**src/rtl/alu_bitserial_seq_pkg.sv**
```systemverilog
// Shared definitions for the bit-serial execute unit:
// opcodes, sequencer states and the arithmetic-op test.
package alu_bitserial_seq_pkg;

  localparam logic [2:0] OP_ADD  = 3'b000;
  localparam logic [2:0] OP_SUB  = 3'b001;
  localparam logic [2:0] OP_NOTA = 3'b010;
  localparam logic [2:0] OP_NOTB = 3'b011;
  localparam logic [2:0] OP_OR   = 3'b100;
  localparam logic [2:0] OP_ORN  = 3'b101;
  localparam logic [2:0] OP_AND  = 3'b110;
  localparam logic [2:0] OP_ANDN = 3'b111;

  typedef enum logic [1:0] {
    ST_IDLE,
    ST_RUN,
    ST_DONE
  } state_t;

  function automatic logic is_arith(input logic [2:0] op);
    return op[2:1] == 2'b00;
  endfunction

endpackage

```
**src/rtl/alu_bitserial_seq_slice.sv**
```systemverilog
// 1-bit ALU slice (ALUslice): one result bit plus carry-out.
// The carry chain always runs; only add/sub use its result.
module alu_bitserial_seq_slice
  import alu_bitserial_seq_pkg::*;
(
  input  logic [2:0] op,
  input  logic       a,
  input  logic       b,
  input  logic       ci,
  output logic       f,
  output logic       co
);

  logic b_eff;

  // op[0] inverts b for subtract
  assign b_eff = op[0] ? ~b : b;
  assign co    = (a & b_eff) | (a & ci) | (b_eff & ci);

  always_comb begin
    f = 1'b0;
    unique case (op)
      OP_ADD,
      OP_SUB:  f = a ^ b_eff ^ ci;
      OP_NOTA: f = ~a;
      OP_NOTB: f = ~b;
      OP_OR:   f = a | b;
      OP_ORN:  f = a | ~b;
      OP_AND:  f = a & b;
      OP_ANDN: f = a & ~b;
    endcase
  end

endmodule

```
**src/rtl/alu_bitserial_seq.sv**
```systemverilog
// Bit-serial execute unit: one slice, LSB-first, W cycles
// per operation, result and flags presented with done.
module alu_bitserial_seq
  import alu_bitserial_seq_pkg::*;
#(
  parameter int W = 8
) (
  input  logic         clk,
  input  logic         rst,
  input  logic         start,
  input  logic [2:0]   op,
  input  logic [W-1:0] a,
  input  logic [W-1:0] b,
  output logic         busy,
  output logic         done,
  output logic [W-1:0] result,
  output logic         cout,
  output logic         ovf,
  output logic         zero
);

  localparam int CW = $clog2(W);

  state_t         state;
  state_t         state_nxt;
  logic [2:0]     op_r;
  logic [W-1:0]   a_sh;
  logic [W-1:0]   b_sh;
  logic [CW-1:0]  cnt;
  logic           carry_r;
  logic           f;
  logic           co;
  logic           last;
  logic [W-1:0]   res_nxt;

  assign last    = cnt == CW'(W - 1);
  assign res_nxt = {f, result[W-1:1]};

  alu_bitserial_seq_slice u_slice (
    .op (op_r),
    .a  (a_sh[0]),
    .b  (b_sh[0]),
    .ci (carry_r),
    .f  (f),
    .co (co)
  );

  always_ff @(posedge clk) begin
    if (rst) state <= ST_IDLE;
    else     state <= state_nxt;
  end

  always_comb begin
    state_nxt = state;
    unique case (state)
      ST_IDLE: if (start) state_nxt = ST_RUN;
      ST_RUN:  if (last)  state_nxt = ST_DONE;
      ST_DONE: state_nxt = ST_IDLE;
      default: state_nxt = ST_IDLE;
    endcase
  end

  always_comb begin
    busy = 1'b0;
    done = 1'b0;
    unique case (state)
      ST_RUN:  busy = 1'b1;
      ST_DONE: begin
        busy = 1'b1;
        done = 1'b1;
      end
      default: ;
    endcase
  end

  always_ff @(posedge clk) begin
    if (rst) begin
      op_r    <= OP_ADD;
      a_sh    <= '0;
      b_sh    <= '0;
      cnt     <= '0;
      carry_r <= 1'b0;
      result  <= '0;
      cout    <= 1'b0;
      ovf     <= 1'b0;
      zero    <= 1'b0;
    end else if (state == ST_IDLE && start) begin
      op_r    <= op;
      a_sh    <= a;
      b_sh    <= b;
      cnt     <= '0;
      carry_r <= op == OP_SUB;
      result  <= '0;
      cout    <= 1'b0;
      ovf     <= 1'b0;
      zero    <= 1'b0;
    end else if (state == ST_RUN) begin
      a_sh    <= a_sh >> 1;
      b_sh    <= b_sh >> 1;
      carry_r <= co;
      result  <= res_nxt;
      if (!last) cnt <= cnt + 1'b1;
      // carry_r here is the carry into the MSB
      if (last) begin
        cout <= is_arith(op_r) & co;
        ovf  <= is_arith(op_r) & (carry_r ^ co);
        zero <= res_nxt == '0;
      end
    end
  end

endmodule

```
**config.mk**
```make
export PLATFORM = sky130hd
export DESIGN_NAME = alu_bitserial_seq
export DESIGN_NICKNAME = d
export VERILOG_FILES = /design/src/rtl/alu_bitserial_seq_pkg.sv /design/src/rtl/alu_bitserial_seq_slice.sv /design/src/rtl/alu_bitserial_seq.sv
export SDC_FILE = /design/constraint.sdc
export NUM_CORES = 1
export LEC_CHECK = 0
export CORE_UTILIZATION = 47
export CTS_BUF_LIST = sky130_fd_sc_hd__clkbuf_2
export CTS_CLUSTER_SIZE = 25
export DETAILED_ROUTE_END_ITERATION = 10
export GPL_TIMING_DRIVEN = 1
export PLACE_DENSITY = 0.75
export SLEW_MARGIN = 5
export SYNTH_ARGS = -nofsm -noshare
export SYNTH_HDL_FRONTEND = slang
export SYNTH_SLANG_ARGS = --single-unit
```
**constraint.sdc**
```tcl
create_clock -name clk -period 1.5 [get_ports clk]
set_clock_uncertainty 0.1 [all_clocks]
set_input_delay 0.225 -clock clk [delete_from_list [all_inputs] [get_ports clk]]
set_output_delay 0.225 -clock clk [all_outputs]
set_load 0.1 [all_outputs]
```
==> flow_summary.toml, run 1 <==
[global_routing]
grt_pass1_vias = 1273
overflow = 0
grt_pass1_wl_mm = 5.53
gr-usage-all-layers_pct = 20.4
antenna_found_initial = 0
grt_start_max_net_pins = 27

[detailed_routing]
drc = 0
vias = 1360
vias_per_cell = 5.06
ant_nets = 0
initialDrtViolationCount = 51
firstDrtPassIters = 4
wire_per_inst_um = 12.7
postRouteWirelength_mm = 3.41

[floorplanning]
die_area_mm2 = 0.00376
io_pins = 35
initial_utilization_pct = 49.1
core_area_mm2 = 0.00336
rows = 21
die_h_um = 61.3
die_w_um = 61.3

[timing]
whs_ns = 0.285
finalHoldViolations = 0
relSlewSlack_pct = 83.0
worst_slack_ns = -0.220
max_slew.worst_pin.slew_ns = 0.255
grt_setup_unrepaired = "yes"
final_max_slew_viol_count = 0
max_freq_ghz = 0.581
timing.final.crit_share_pct = 115
fin_crit_ns = 1.72
setup_viol = 5

[clocking]
clk_pin_slew_ns = 0.17
cts_sinks = 36
cts.hold.buffers_added = 0
h-tree-depth = 2
cts_tree = "built"
cts_made_buffers = 5
clock-root-buffer = "clkbuf_2"
clock_latency_ns = 0.37
clk_path_buf_depth = 2

[worst_setup_path]
r2r_setup_slack_ns = -0.22
max_stage_delay_ns = 0.52
start_kind = "register"
crit_fanout = 2
crit_family = "adder cells"
crit_buf_inv = 1
critPathLaunch = "b_sh[0]$_SDFFE_PP0P_"
r2r_end = "result[7]$_SDFFE_PP0P_"
critPathArrivalTime_ns = 1.92
path_cells = "xnor2_2 > inv_2 > fa_1 > nor3_2 > a21oi_2 > o211ai_1 > a21oi_1"
critical_path_class = "register to register"
reg2regPathDepth = 7
r2r-start = "b_sh[0]$_SDFFE_PP0P_"
required_ns = 1.70
worst_setup_path_end_kind = "register"
slowest_stage = "fa_1"

[layout]
seq_area_um2 = 729
drive_gt1_share_pct = 24.2
multi_input_area_um2 = 902
layout_common_cells = "nor2_1, dfxtp_1, mux2i_1"
nets = 252
fillers = 272
area_delta_synth_final_pct = 43.0
layout_commonest_cell = "nor2_1"
diodes = 0

[logic_synthesis]
synth_cells = 177
synth_nets = 206
syn_area_per_cell_um2 = 9.34
yosys_warnings = 0
syn_area_mm2 = 0.00165
ys_seq_area_share_pct = 43.6
ys_ff_latch = 36
yosysUniqueCellTypes = 30

[run_status]
violations = "negative setup slack"
status = "finished, violations left"

[power]
p_total_mw = 2.13
p_clk_share_pct = 18.8
p_int_mw = 1.47
p_leak_nw = 0.912
vdd_ir_drop_max_v = 0.000566
p_sw_uw = 659
p_sw_share_pct = 30.9
powerDensity_mw_per_mm2 = 900
combPwrFrac_pct = 30.5
seq_power_share_pct = 50.7

[placement]
dp_hpwl_mm = 2.56
gp_congestion = 0.771
dp_slack_ns = -0.159
io_buffers = 34

[hold_path]
hold_depth = 3
worst_hold_path.endpoint = "b_sh[7]$_SDFFE_PP0P_"
min_from = "b[7]"
hold_path.class = "primary input to register"

[flow_run]
max_cap_violations = 0
[cells in the mapped netlist]
cell type  count  area (um2)
clkbuf_2       1        5.00
o2bb2ai_1      1        8.76
and2_1         1        6.26
nor3_1         4        20.0
nor4_1         1        6.26
o21ai_0        2        10.0
buf_4          1        7.51
inv_1          4        15.0
buf_12         1        20.0
dfxtp_1       36         721
a22oi_1        2        15.0
nand2b_1       2        12.5
xor2_1         1        8.76
nor2b_1        5        31.3
ha_1           6        75.1
o211ai_1       1        7.51
a31oi_1        1        6.26
buf_2          3        15.0
fa_1           1        20.0
a221oi_2       1        15.0
nor3_2         1        10.0
mux2i_1       24         240
nand2_1       14        52.6
nor2_1        32         120
nand3b_1       2        15.0
xnor2_1        2        17.5
buf_6          1        11.3
a211oi_1      14         105
clkbuf_1       4        15.0
a21oi_1        8        40.0
[power groups by stage]
stage	combinational, mW	sequential [mW]	clock, mW
2_1_floorplan	0.398	1.10	0
5_1_grt	0.707	1.09	0.459
3_5_place_dp	0.597	1.10	0
3_3_place_gp	0.575	1.09	0
6_report	0.649	1.08	0.401
4_1_cts	0.606	1.08	0.410
[registers in the layout, indices dropped and copies added (netlist names)]
| name | cells |
|---|---|
| cnt | 3 |
| zero | 1 |
| cout | 1 |
| a_sh | 8 |
| result | 8 |
| ovf | 1 |
| state | 2 |
| op_r | 3 |
| carry_r | 1 |
| b_sh | 8 |
[metrics by stage]
stage | setup TNS (ns) | instance area, um2 | utilization, % | std cells
after floorplan | -0.190 | 1670 | - | 177
after global placement | -0.258 | 2230 | 66.4 | 258
after global routing | -1.31 | 2360 | 70.3 | 269
after CTS | -0.863 | 2280 | 67.7 | 265
final | -0.760 | 2360 | 70.3 | 269
after detailed placement | -0.752 | 2230 | 66.4 | 258
[layer usage]
layer	track usage, %	part of all wire, %	up-vias	routed length, um
met1	22.1	42	628	1420
met3	6.93	3.3	6	114
met2	37.0	54	27	1830
li1	-	-	699	-
met5	0	0	-	0
met4	6.82	1.3	0	44
[final cells by class]
class                           instances  area share (%)
Sequential cell                        36            30.9
Multi-Input combinational cell        126            38.2
Clock inverter                          1           0.212
Timing Repair Buffer                   50            26.2
Inverter                                4           0.847
Tap cell                               46            2.44
Clock buffer                            6            1.27
[cell families (layout without fill, tap and decap cells)]
group | Yosys count | in the layout | synth area share (%)
simple gates | 62 | 62 | 16.6
flops | 36 | 36 | 43.6
compound gates | 30 | 30 | 12.6
mux | 24 | 24 | 14.5
buf+inv | 15 | 61 | 5.37
fa+ha+maj | 7 | 7 | 5.75
xor+xnor | 3 | 3 | 1.59
[worst min-delay path, cell delays in order]
cell and delay (ns):
clkdlybuf4s50_1 0.40, nand2_1 0.06, a21oi_1 0.05
[how the worst max path moves through the flow]
stage,to,slack (ns),depth (start not counted)
after CTS,result[7]$_SDFFE_PP0P_,-0.21,7
final,result[7]$_SDFFE_PP0P_,-0.22,7
after detailed placement,zero$_SDFFE_PP0P_,-0.16,7
after global routing,result[7]$_SDFFE_PP0P_,-0.34,7
after global placement,zero$_SDFFE_PP0P_,-0.11,7
after floorplan,zero$_SDFFE_PP0P_,-0.09,7
[repair_timing]
item                       4_1_cts  5_1_grt
pin swaps                        0        5
resized for setup                4       15
buffers inserted                 0        4
setup endpoints to repair       21       23
Note: power is estimated with default switching activity, not from simulation.
==> run 2, diff against run 1 <==
==> constraint.sdc (replaced) <==
create_clock -name clk -period 1.5 [get_ports clk]
set_clock_uncertainty 0.1 [all_clocks]
set_input_delay 0.225 -clock clk [delete_from_list [all_inputs] [get_ports clk]]
set_output_delay 0.225 -clock clk [all_outputs]
set_load 0.02 [all_outputs]
==> run 2 against run 1 <==
The flow still finishes with violations (negative setup slack). Wire length increased by 9.1%. Highest routed layer unchanged. Total power increased by 1.2%. Via count increased by 4.3%. Global-route usage decreased by 0.34 points. Combinational power decreased by 1%. Largest power group unchanged. Count of clock-buffer cells in the layout increased by 1. Register-to-register slack got worse by 0.08 ns. First-iteration DRC count decreased by 20%. Utilization decreased by 1.7 points.
==> flow_summary.toml, run 2 (same netlist as run 1, synthesis figures left out) <==
[global_routing]
grt_pass1_wl_mm = 5.42
grt_pass1_vias = 1303
gr-usage-all-layers_pct = 20.0
overflow = 0
grt_start_max_net_pins = 34
antenna_found_initial = 0

[timing]
setup_viol = 8
grt_setup_unrepaired = "yes"
worst_slack_ns = -0.304
max_slew.worst_pin.slew_ns = 0.287
timing.final.crit_share_pct = 120
max_freq_ghz = 0.554
fin_setup_tns_ns = -0.917
final_max_slew_viol_count = 0
finalHoldViolations = 0
relSlewSlack_pct = 80.8
fin_crit_ns = 1.80

[clocking]
clock_latency_ns = 0.38
cts.hold.buffers_added = 0
h-tree-depth = 2
cts_sinks = 36
cts_tree = "built"
clk_pin_slew_ns = 0.17
clk_path_buf_depth = 2
cts_made_buffers = 5
clock-root-buffer = "clkbuf_2"

[hold_path]
hold_path.class = "primary input to register"
worst_hold_path.endpoint = "b_sh[7]$_SDFFE_PP0P_"
hold_depth = 3
min_from = "b[7]"

[worst_setup_path]
critical_path_class = "register to register"
r2r-start = "b_sh[0]$_SDFFE_PP0P_"
r2r_end = "zero$_SDFFE_PP0P_"
worst_setup_path_end_kind = "register"
critPathArrivalTime_ns = 1.99
reg2regPathDepth = 7
crit_fanout = 2
r2r_setup_slack_ns = -0.30
start_kind = "register"
required_ns = 1.68

[placement]
dp_hpwl_mm = 2.44
place_inst = 262
gp_congestion = 0.765
dp_slack_ns = -0.152
io_buffers = 34

[detailed_routing]
drc = 0
firstDrtPassIters = 4
initialDrtViolationCount = 41
vias = 1419
postRouteWirelength_mm = 3.72
ant_nets = 0
wire_per_inst_um = 13.5
vias_per_cell = 5.16

[floorplanning]
die_w_um = 61.3
rows = 21
die_area_mm2 = 0.00376
die_h_um = 61.3
io_pins = 35
core_area_mm2 = 0.00336
initial_utilization_pct = 49.1

[layout]
layout_commonest_cell = "nor2_1"
layout_common_cells = "nor2_1, dfxtp_1, mux2i_1"
nets = 257
fin_util_pct = 68.5
area_delta_synth_final_pct = 39.4
fin_cells = 275
reg_top3 = "a_sh x8, b_sh x8, result x8"
drive_gt1_share_pct = 22.3
diodes = 0

[power]
powerDensity_mw_per_mm2 = 935
vdd_ir_drop_max_v = 0.000479
p_leak_nw = 0.927

[run_status]
status = "finished, violations left"
violations = "negative setup slack"

[flow_run]
max_cap_violations = 0
run 2: worst max-delay path by stage:
stage / startpoint / end / depth (start not counted)
floorplan: op_r[0]$_SDFFE_PP0P_ / zero$_SDFFE_PP0P_ / 7
global placement: op_r[0]$_SDFFE_PP0P_ / zero$_SDFFE_PP0P_ / 7
detailed placement: op_r[0]$_SDFFE_PP0P_ / zero$_SDFFE_PP0P_ / 7
CTS: op_r[0]$_SDFFE_PP0P_ / result[7]$_SDFFE_PP0P_ / 7
global route: b_sh[0]$_SDFFE_PP0P_ / zero$_SDFFE_PP0P_ / 7
finish: b_sh[0]$_SDFFE_PP0P_ / zero$_SDFFE_PP0P_ / 7
run 2: critical path, cell delays in order (launching register included):
cell	delay [ns]
dfxtp_2	0.37
xnor2_2	0.20
inv_1	0.09
fa_2	0.56
nor3_2	0.04
a21oi_2	0.14
o21ai_1	0.09
o2bb2ai_1	0.13
run 2: per-stage QoR:
stage | instance area [um2] | hold WS (ns) | power (mW)
final | 2300 | 0.278 | 2.15
after global routing | 2300 | 0.277 | 2.25
after CTS | 2210 | 0.276 | 2.09
after detailed placement | 2130 | 0.366 | 1.64
after global placement | 2130 | 0.354 | 1.61
after floorplan | 1660 | 0.198 | 1.46
run 2: repair_timing:
action,4_1_cts,5_1_grt
gates resized for setup,34,20
pin swaps,2,7
buffers inserted,1,5
endpoints found under the setup margin,37,28
run 2: layout make-up:
cell class	count	area (um2)
Inverter	4	17.5
Timing Repair Buffer	55	544
Fill cell	288	1060
Sequential cell	36	727
Multi-Input combinational cell	126	920
Clock inverter	1	3.75
Clock buffer	7	35.0
Tap cell	46	57.6
run 2: per-layer routing:
metal / up-vias / wire (um) / share of wire (%) / track usage (%)
met2: 33 / 1980 / 53 / 37.0
met1: 664 / 1540 / 41 / 21.9
li1: 713 / - / - / -
met4: 0 / 72 / 1.9 / 9.74
met3: 9 / 124 / 3.3 / 3.78
met5: - / 0 / 0 / 0
run 2: power by group:
part	internal [mW]	leakage (nW)	switching, mW
Combinational	0.347	0.599	0.295
Clock	0.125	0.0306	0.309
Sequential	1.03	0.297	0.0496
Total	1.50	0.927	0.654
